===== src/rtl/stuffing_tx_fd_pkg.sv =====
// Shared constants and helpers for the CAN/CAN-FD bit stuffer and de-stuffer.
package stuffing_tx_fd_pkg;

  localparam int RUN_LEN_DEF      = 5;
  localparam int FIXED_PERIOD_DEF = 4;

  typedef enum logic {
    MODE_DYN = 1'b0,
    MODE_FD  = 1'b1
  } tx_mode_e;

  function automatic logic [2:0] bin2gray(input logic [2:0] b);
    return b ^ (b >> 1);
  endfunction

  function automatic logic even_parity(input logic [2:0] v);
    return ^v;
  endfunction

endpackage


===== src/rtl/edge_det_rise.sv =====
// Rising-edge detector: one pulse on the first clock a level strobe is seen high.
module edge_det_rise (
  input  logic clock,
  input  logic reset,
  input  logic d,
  output logic pulse
);

  logic d_q;

  always_ff @(posedge clock or posedge reset) begin
    if (reset) d_q <= 1'b0;
    else       d_q <= d;
  end

  assign pulse = d & ~d_q;

endmodule


===== src/rtl/stuffing_tx_fd.sv =====
// Transmit bit stuffer: dynamic stuffing after RUN_LEN equal bits, fixed stuffing in the FD CRC field.
//   state    | meaning
//   MODE_DYN | dynamic stuffing, run counter live
//   MODE_FD  | FD CRC field, fixed stuff every FIXED_PERIOD bits, run/stuff counters frozen
module stuffing_tx_fd
  import stuffing_tx_fd_pkg::*;
#(
  parameter int RUN_LEN      = RUN_LEN_DEF,
  parameter int FIXED_PERIOD = FIXED_PERIOD_DEF,
  parameter int CNT_W        = 3
) (
  input  logic       clock,
  input  logic       reset,
  input  logic       bitin,
  input  logic       activ,
  input  logic       direct,
  input  logic       setdom,
  input  logic       setrec,
  input  logic       fd_crc,
  output logic       bitout,
  output logic       stuff,
  output logic       take,
  output logic [2:0] stfcnt_gray,
  output logic       stfcnt_par
);

  tx_mode_e         state, state_n;
  logic             action;
  logic             stuff_path;
  logic [CNT_W-1:0] count, count_n, cnt_eff;
  logic [CNT_W-1:0] fcnt, fcnt_n;
  logic [2:0]       scnt, scnt_n;
  logic             last, last_n;
  logic             bitout_n, stuff_n, take_n;

  edge_det_rise u_edge (
    .clock (clock),
    .reset (reset),
    .d     (activ),
    .pulse (action)
  );

  assign stuff_path = action & ~direct & ~setdom & ~setrec;

  always_ff @(posedge clock or posedge reset) begin
    if (reset) state <= MODE_DYN;
    else       state <= state_n;
  end

  always_comb begin
    state_n = state;
    if (stuff_path) state_n = fd_crc ? MODE_FD : MODE_DYN;
  end

  // Leaving FD restarts the run, so the first dynamic bit sees an empty counter.
  assign cnt_eff = (state == MODE_FD) ? '0 : count;

  always_comb begin
    bitout_n = bitout;
    stuff_n  = stuff;
    take_n   = take;
    count_n  = count;
    last_n   = last;
    fcnt_n   = fcnt;
    scnt_n   = scnt;
    if (action) begin
      stuff_n = 1'b0;
      take_n  = 1'b0;
      if (direct) begin
        bitout_n = bitin;
        take_n   = 1'b1;
      end else if (setdom) begin
        bitout_n = 1'b0;
      end else if (setrec) begin
        bitout_n = 1'b1;
      end else if (fd_crc) begin
        if (state == MODE_DYN || fcnt == CNT_W'(FIXED_PERIOD)) begin
          bitout_n = ~last;
          stuff_n  = 1'b1;
          fcnt_n   = '0;
        end else begin
          bitout_n = bitin;
          take_n   = 1'b1;
          last_n   = bitin;
          fcnt_n   = fcnt + CNT_W'(1);
        end
      end else if (cnt_eff == CNT_W'(RUN_LEN)) begin
        bitout_n = ~last;
        last_n   = ~last;
        count_n  = CNT_W'(1);
        stuff_n  = 1'b1;
        scnt_n   = scnt + 3'd1;
      end else if (cnt_eff == '0 || bitin != last) begin
        bitout_n = bitin;
        take_n   = 1'b1;
        last_n   = bitin;
        count_n  = CNT_W'(1);
      end else begin
        bitout_n = bitin;
        take_n   = 1'b1;
        count_n  = cnt_eff + CNT_W'(1);
      end
    end
  end

  always_ff @(posedge clock or posedge reset) begin
    if (reset) begin
      bitout <= 1'b1;
      stuff  <= 1'b0;
      take   <= 1'b0;
      count  <= '0;
      last   <= 1'b0;
      fcnt   <= '0;
      scnt   <= '0;
    end else begin
      bitout <= bitout_n;
      stuff  <= stuff_n;
      take   <= take_n;
      count  <= count_n;
      last   <= last_n;
      fcnt   <= fcnt_n;
      scnt   <= scnt_n;
    end
  end

  assign stfcnt_gray = bin2gray(scnt);
  assign stfcnt_par  = even_parity(bin2gray(scnt));

endmodule


===== config.mk =====
export PLATFORM = sky130hd
export DESIGN_NAME = stuffing_tx_fd
export DESIGN_NICKNAME = d
export VERILOG_FILES = /design/src/rtl/stuffing_tx_fd_pkg.sv /design/src/rtl/edge_det_rise.sv /design/src/rtl/stuffing_tx_fd.sv
export SDC_FILE = /design/constraint.sdc
export NUM_CORES = 1
export LEC_CHECK = 0
export CORE_MARGIN = 2
export CORE_UTILIZATION = 52
export DETAILED_ROUTE_END_ITERATION = 16
export PLACE_DENSITY_LB_ADDON = 0.08
export SETUP_SLACK_MARGIN = 0.4
export SYNTH_ARGS = -nofsm -noshare
export SYNTH_HDL_FRONTEND = slang
export SYNTH_SLANG_ARGS = --single-unit

===== constraint.sdc =====
create_clock -name clock -period 3.01 [get_ports clock]
set_clock_uncertainty 0.15 [all_clocks]
set_input_delay 0.602 -clock clock [delete_from_list [all_inputs] [get_ports clock]]
set_output_delay 0.602 -clock clock [all_outputs]
set_load 0.03 [all_outputs]

### Yosys cells after proc, flatten, opt, wreduce, memory -nomap -nowiden

Cells that the tools add are included.

* bits in registers: 15
* input bits: 8
* output and inout bits: 7
* logic and storage cells: 64

* $add $sub $neg: 3
* equality and inequality tests: 4
* muxes and demuxes: 27
* bitwise gates (word level): 12
* reductions and logical operators: 9

Operators with widths (number)
* 2-to-1 mux 1 bit: 23
* 2-to-1 mux 3 bit: 4
* AND reduction 6 bit: 2
* AND reduction 5 bit: 2
* adder 3 x 1 -> 3 bit (second input constant): 3
* inverter 1 bit: 7
* == test 3 bit (second input constant): 2
* bitwise AND 1 bit: 4
* logical NOT 3 bit: 1
* nonzero test 3 bit: 1
* XOR reduction 3 bit: 1
* bitwise XOR 3 x 2 -> 3 bit: 1
* logical OR 1 bit: 2
* != test 2 bit (second input constant): 1
* != test 1 bit: 1

### Logic depth before layout (Yosys ltp)

* word-level depth: 7
* depth in mapped cells: 8
* depth with buffers taken out: 7

### Hierarchy

From an unflattened synthesis, not the netlist that was laid out.

* cell total of the unflattened synthesis: 98
* area, all modules: 923.4 um2

By module, submodules not included
* stuffing_tx_fd: instances 1, cells each 95, area an instance 880.8 um2, seq. area each 351.6 um2
* edge_det_rise: instances 1, cells each 3, area an instance 42.5 um2, seq. area each 25.0 um2

### Worst setup path after synthesis

No wires, ideal clock.

* kind: reg2out
* start: register scnt[1]
* end: output port stfcnt_par
* arrival time: 1421 ps
* data required time: 2258 ps
* setup slack: 837 ps
* stages on the path, launching flop included: 3
* path buffers: 0
* cells stage by stage: dfrtp_1 ha_1 xor2_1

* longest elaborated chain between the ends: 2

Ends and longest elaborated chain
* from (decl): RTL line stuffing_tx_fd.sv:32 `logic [2:0] scnt, scnt_n;`
* from (signal assigned): RTL line stuffing_tx_fd.sv:122 `scnt <= scnt_n;`
* bitwise XOR 3 x 2 -> 3 bit
* net stfcnt_gray[0]: RTL line stuffing_tx_fd.sv:23 `output logic [2:0] stfcnt_gray,`
* XOR reduction 3 bit: RTL line stuffing_tx_fd_pkg.sv:17 `return ^v;`
* to (decl): RTL line stuffing_tx_fd.sv:24 `output logic stfcnt_par`

The timed path passes the listed nets, and every way through them passes these cells.

### Worst setup path after layout

* start: register scnt[1]
* end: output port stfcnt_gray[0]

* longest elaborated chain between the ends: 1

Ends and longest elaborated chain
* bitwise XOR 3 x 2 -> 3 bit: RTL line stuffing_tx_fd_pkg.sv:13 `return b ^ (b >> 1);`
* to (decl): RTL line stuffing_tx_fd.sv:23

No other way between the ends.

==> impl_metrics.toml <==
[power_and_ir_drop]
p_clk_frac = 0.248
switching_power_uw = 155
p_int_uw = 331
peakVddDrop_mv = 0.295
powerDensity_mw_per_mm2 = 431
combPwrFrac = 0.255
leakage_uw = 0.000528
p_sw_frac = 0.319
p_seq_frac = 0.497

[sta]
maxSlewHeadroom = 0.611
setup_viol = 0
grt_setup_unrepaired = "no"
timing.fmax_ghz = 0.397
setup_ws_ns = 0.491
drv_slew = 0
timing.final.crit_share = 0.837
worst_pin_slew_ns = 0.583
finalHoldViolations = 0
finalSetupTns_ns = 0
layout_min_cycle_time_ns = 2.52

[final_layout]
final_cells = 132
fin_area_mm2 = 0.00113
drive_gt1_frac = 0.121
fillCellCount = 154
n_antenna_cell = 0
final_nets = 122
syn_to_final_growth_pct = 18.8

[grt]
grtUsageMet3 = 0.0423
gr-usage-all-layers = 0.209
grt_pass1_wl_mm = 3.14
antenna_found_initial = 0
grt_max_degree = 16
grt_use_met2 = 0.372
overflow = 0
grt_use_met1 = 0.255
grt_pass1_vias = 700
grt_busiest_layer = "met2"

[setup_path]
end_kind = "output port"
crit_fanout = 4
rr_endpoint = "last"
reg2reg_depth = 6
crit_path_cell_trace = "ha_1 -> clkdlybuf4s50_1"
critPathArrivalTime_ns = 1.77
critPathSlowestCell = "clkdlybuf4s50_1"
start_kind = "register"
crit_path_max_incr_delay_ns = 0.69
required_ns = 2.26
r2r_start = "state"
critical_path_class = "register to output port"
regToRegSetupSlack_ns = 0.66

[placement]
placed_cells = 128
io_buffers = 14
dp_hpwl_mm = 1.42
place_congestion = 0.829
post_dp_cell_area_mm2 = 0.00110
pre_cts_ws_ns = 0.489

[drt]
drtIter0Drc = 13
routed_via_density = 5.50
routedWlPerCell_um = 14.3
dr.pass1.iters = 4
wirelength_mm = 1.89
final_antenna_net_count = 0
drcViolationCount = 0
vias = 726

[job]
drv_cap = 0

[yosys]
synth_nets = 106
yosysWarnings = 0
syn_area_um2 = 950
synth_top_area_share = 0.369
async_reset_ff_frac = 1.00
synth.distinct_cells = 40
postSynthCellCount = 92
synth_top_cell_by_area = "dfrtp_1"
synth-seq-area-share = 0.397
synth_edf_count = 0
synthTopCellsByArea = "dfrtp_1 (37%), ha_1 (7.9%), nand2_1 (3.6%)"
synthFlopType = "dfrtp_1"
ys_ff_latch = 15
postSynthAreaPerCell_um2 = 10.3

[run_status]
status = "finished, final reports clean"

[cts]
clockBufferDepth = 2
worstSkewPairLatency_ns = 0.29
clk_pin_slew_worst_paths_ns = 0.09
htree_levels = 1
cts-buffers-inserted = 3
post_cts_buffers = 0
cts_tree = "yes"
cts.sinks = 15
cts.root.buffer_cell = "clkbuf_4"

[min_path]
worstHoldStart = "scnt[0]"
whs_endpoint = "scnt[0]"
hp-class = "register to register"
hold_depth = 1

[floorplanning]
ios = 15
num_rows = 15
die_y_um = 46.7
die_x_um = 46.7
dieArea_mm2 = 0.00218
core_mm2 = 0.00173
start_util = 0.550
how the worst max path moves through the flow:
stage	start	endpoint	slack (ns)
after global routing	scnt[1]	stfcnt_gray[0]	0.41
after CTS	scnt[1]	stfcnt_gray[0]	0.48
after global placement	setrec	last	0.59
final	scnt[1]	stfcnt_gray[0]	0.49
after detailed placement	setrec	last	0.49
after floorplan	scnt[1]	stfcnt_par	0.84
flip-flops by register name (all words and copies together) (netlist names):
| name | flops |
|---|---|
| take | 1 |
| stuff | 1 |
| u_edge.d_q | 1 |
| bitout | 1 |
| fcnt | 3 |
| state | 1 |
| last | 1 |
| scnt | 3 |
| count | 3 |
cells in the mapped netlist, types with 3 or more instances:
master / n
ha_1: 6
xor2_1: 3
nand2_1: 9
a21o_1: 3
inv_1: 5
nor2_1: 4
dfrtp_1: 14
o21ai_0: 4
nor2b_1: 3
a21oi_1: 4
power by group through the flow:
stage | registers [µW] | clock network [µW] | logic (µW)
2_1_floorplan | 246 | 0 | 83.0
3_3_place_gp | 244 | 0 | 122
3_5_place_dp | 246 | 0 | 124
4_1_cts | 242 | 122 | 125
5_1_grt | 246 | 132 | 138
6_report | 242 | 121 | 124
worst max-delay path: cells and delay by family (launching register included):
kind,cells,cell delay (ns)
flip-flops,1,0.44
adder cells (fa/ha/maj),1,0.35
buffers and inverters,1,0.69
logic make-up (layout without fill, tap and decap cells):
group,after synthesis,after routing,share of synthesized area
buffers and inverters,8,23,0.0382
AO/OA/AOI/OAI,22,22,0.167
adder cells (fa/ha/maj),6,6,0.0790
AND/OR/NAND/NOR,32,32,0.224
flip-flops,15,15,0.397
multiplexers,4,4,0.0487
XOR/XNOR,5,5,0.0461
cell type report:
type                    count  area [µm²]  area share
repair buffers             14         139       0.123
flip-flops and latches     15         377       0.334
well taps                  25        31.3      0.0277
clock buffers               4        26.3      0.0233
multi-input cells          69         537       0.476
inverters                   5        18.8      0.0166
layout by cell type (no fill, tap or decap), types with 2 or more instances in the layout:
cell,instances
dfrtp_1,14
clkdlybuf4s50_1,13
nand2_1,9
ha_1,6
inv_1,5
nor2_1,4
a21oi_1,4
o21ai_0,4
a21o_1,3
xor2_1,3
nor2b_1,3
clkbuf_4,3
xnor2_1,2
nand2b_1,2
nand3_1,2
nor3_1,2
mux2i_1,2
a22o_1,2
layer usage:
metal | vias up | wire, µm | share of wire
met2 | 14 | 954 | 0.51
met4 | 0 | 29 | 0.015
met1 | 349 | 843 | 0.45
li1 | 359 | - | -
met3 | 4 | 58 | 0.031
met5 | - | 0 | 0
stage by stage:
stage / power [µW] / utilization / hold WS, ns
2_1_floorplan: 329 / - / 0.301
3_3_place_gp: 366 / 0.639 / 0.311
3_5_place_dp: 370 / 0.639 / 0.320
4_1_cts: 489 / 0.654 / 0.338
5_1_grt: 515 / 0.654 / 0.351
6_report: 486 / 0.654 / 0.335
repair_timing:
item	CTS	global route
setup endpoints to repair	1	0
hold buffers	0	0
resized for setup	1	0
Note: power is estimated with default switching activity, not from simulation.
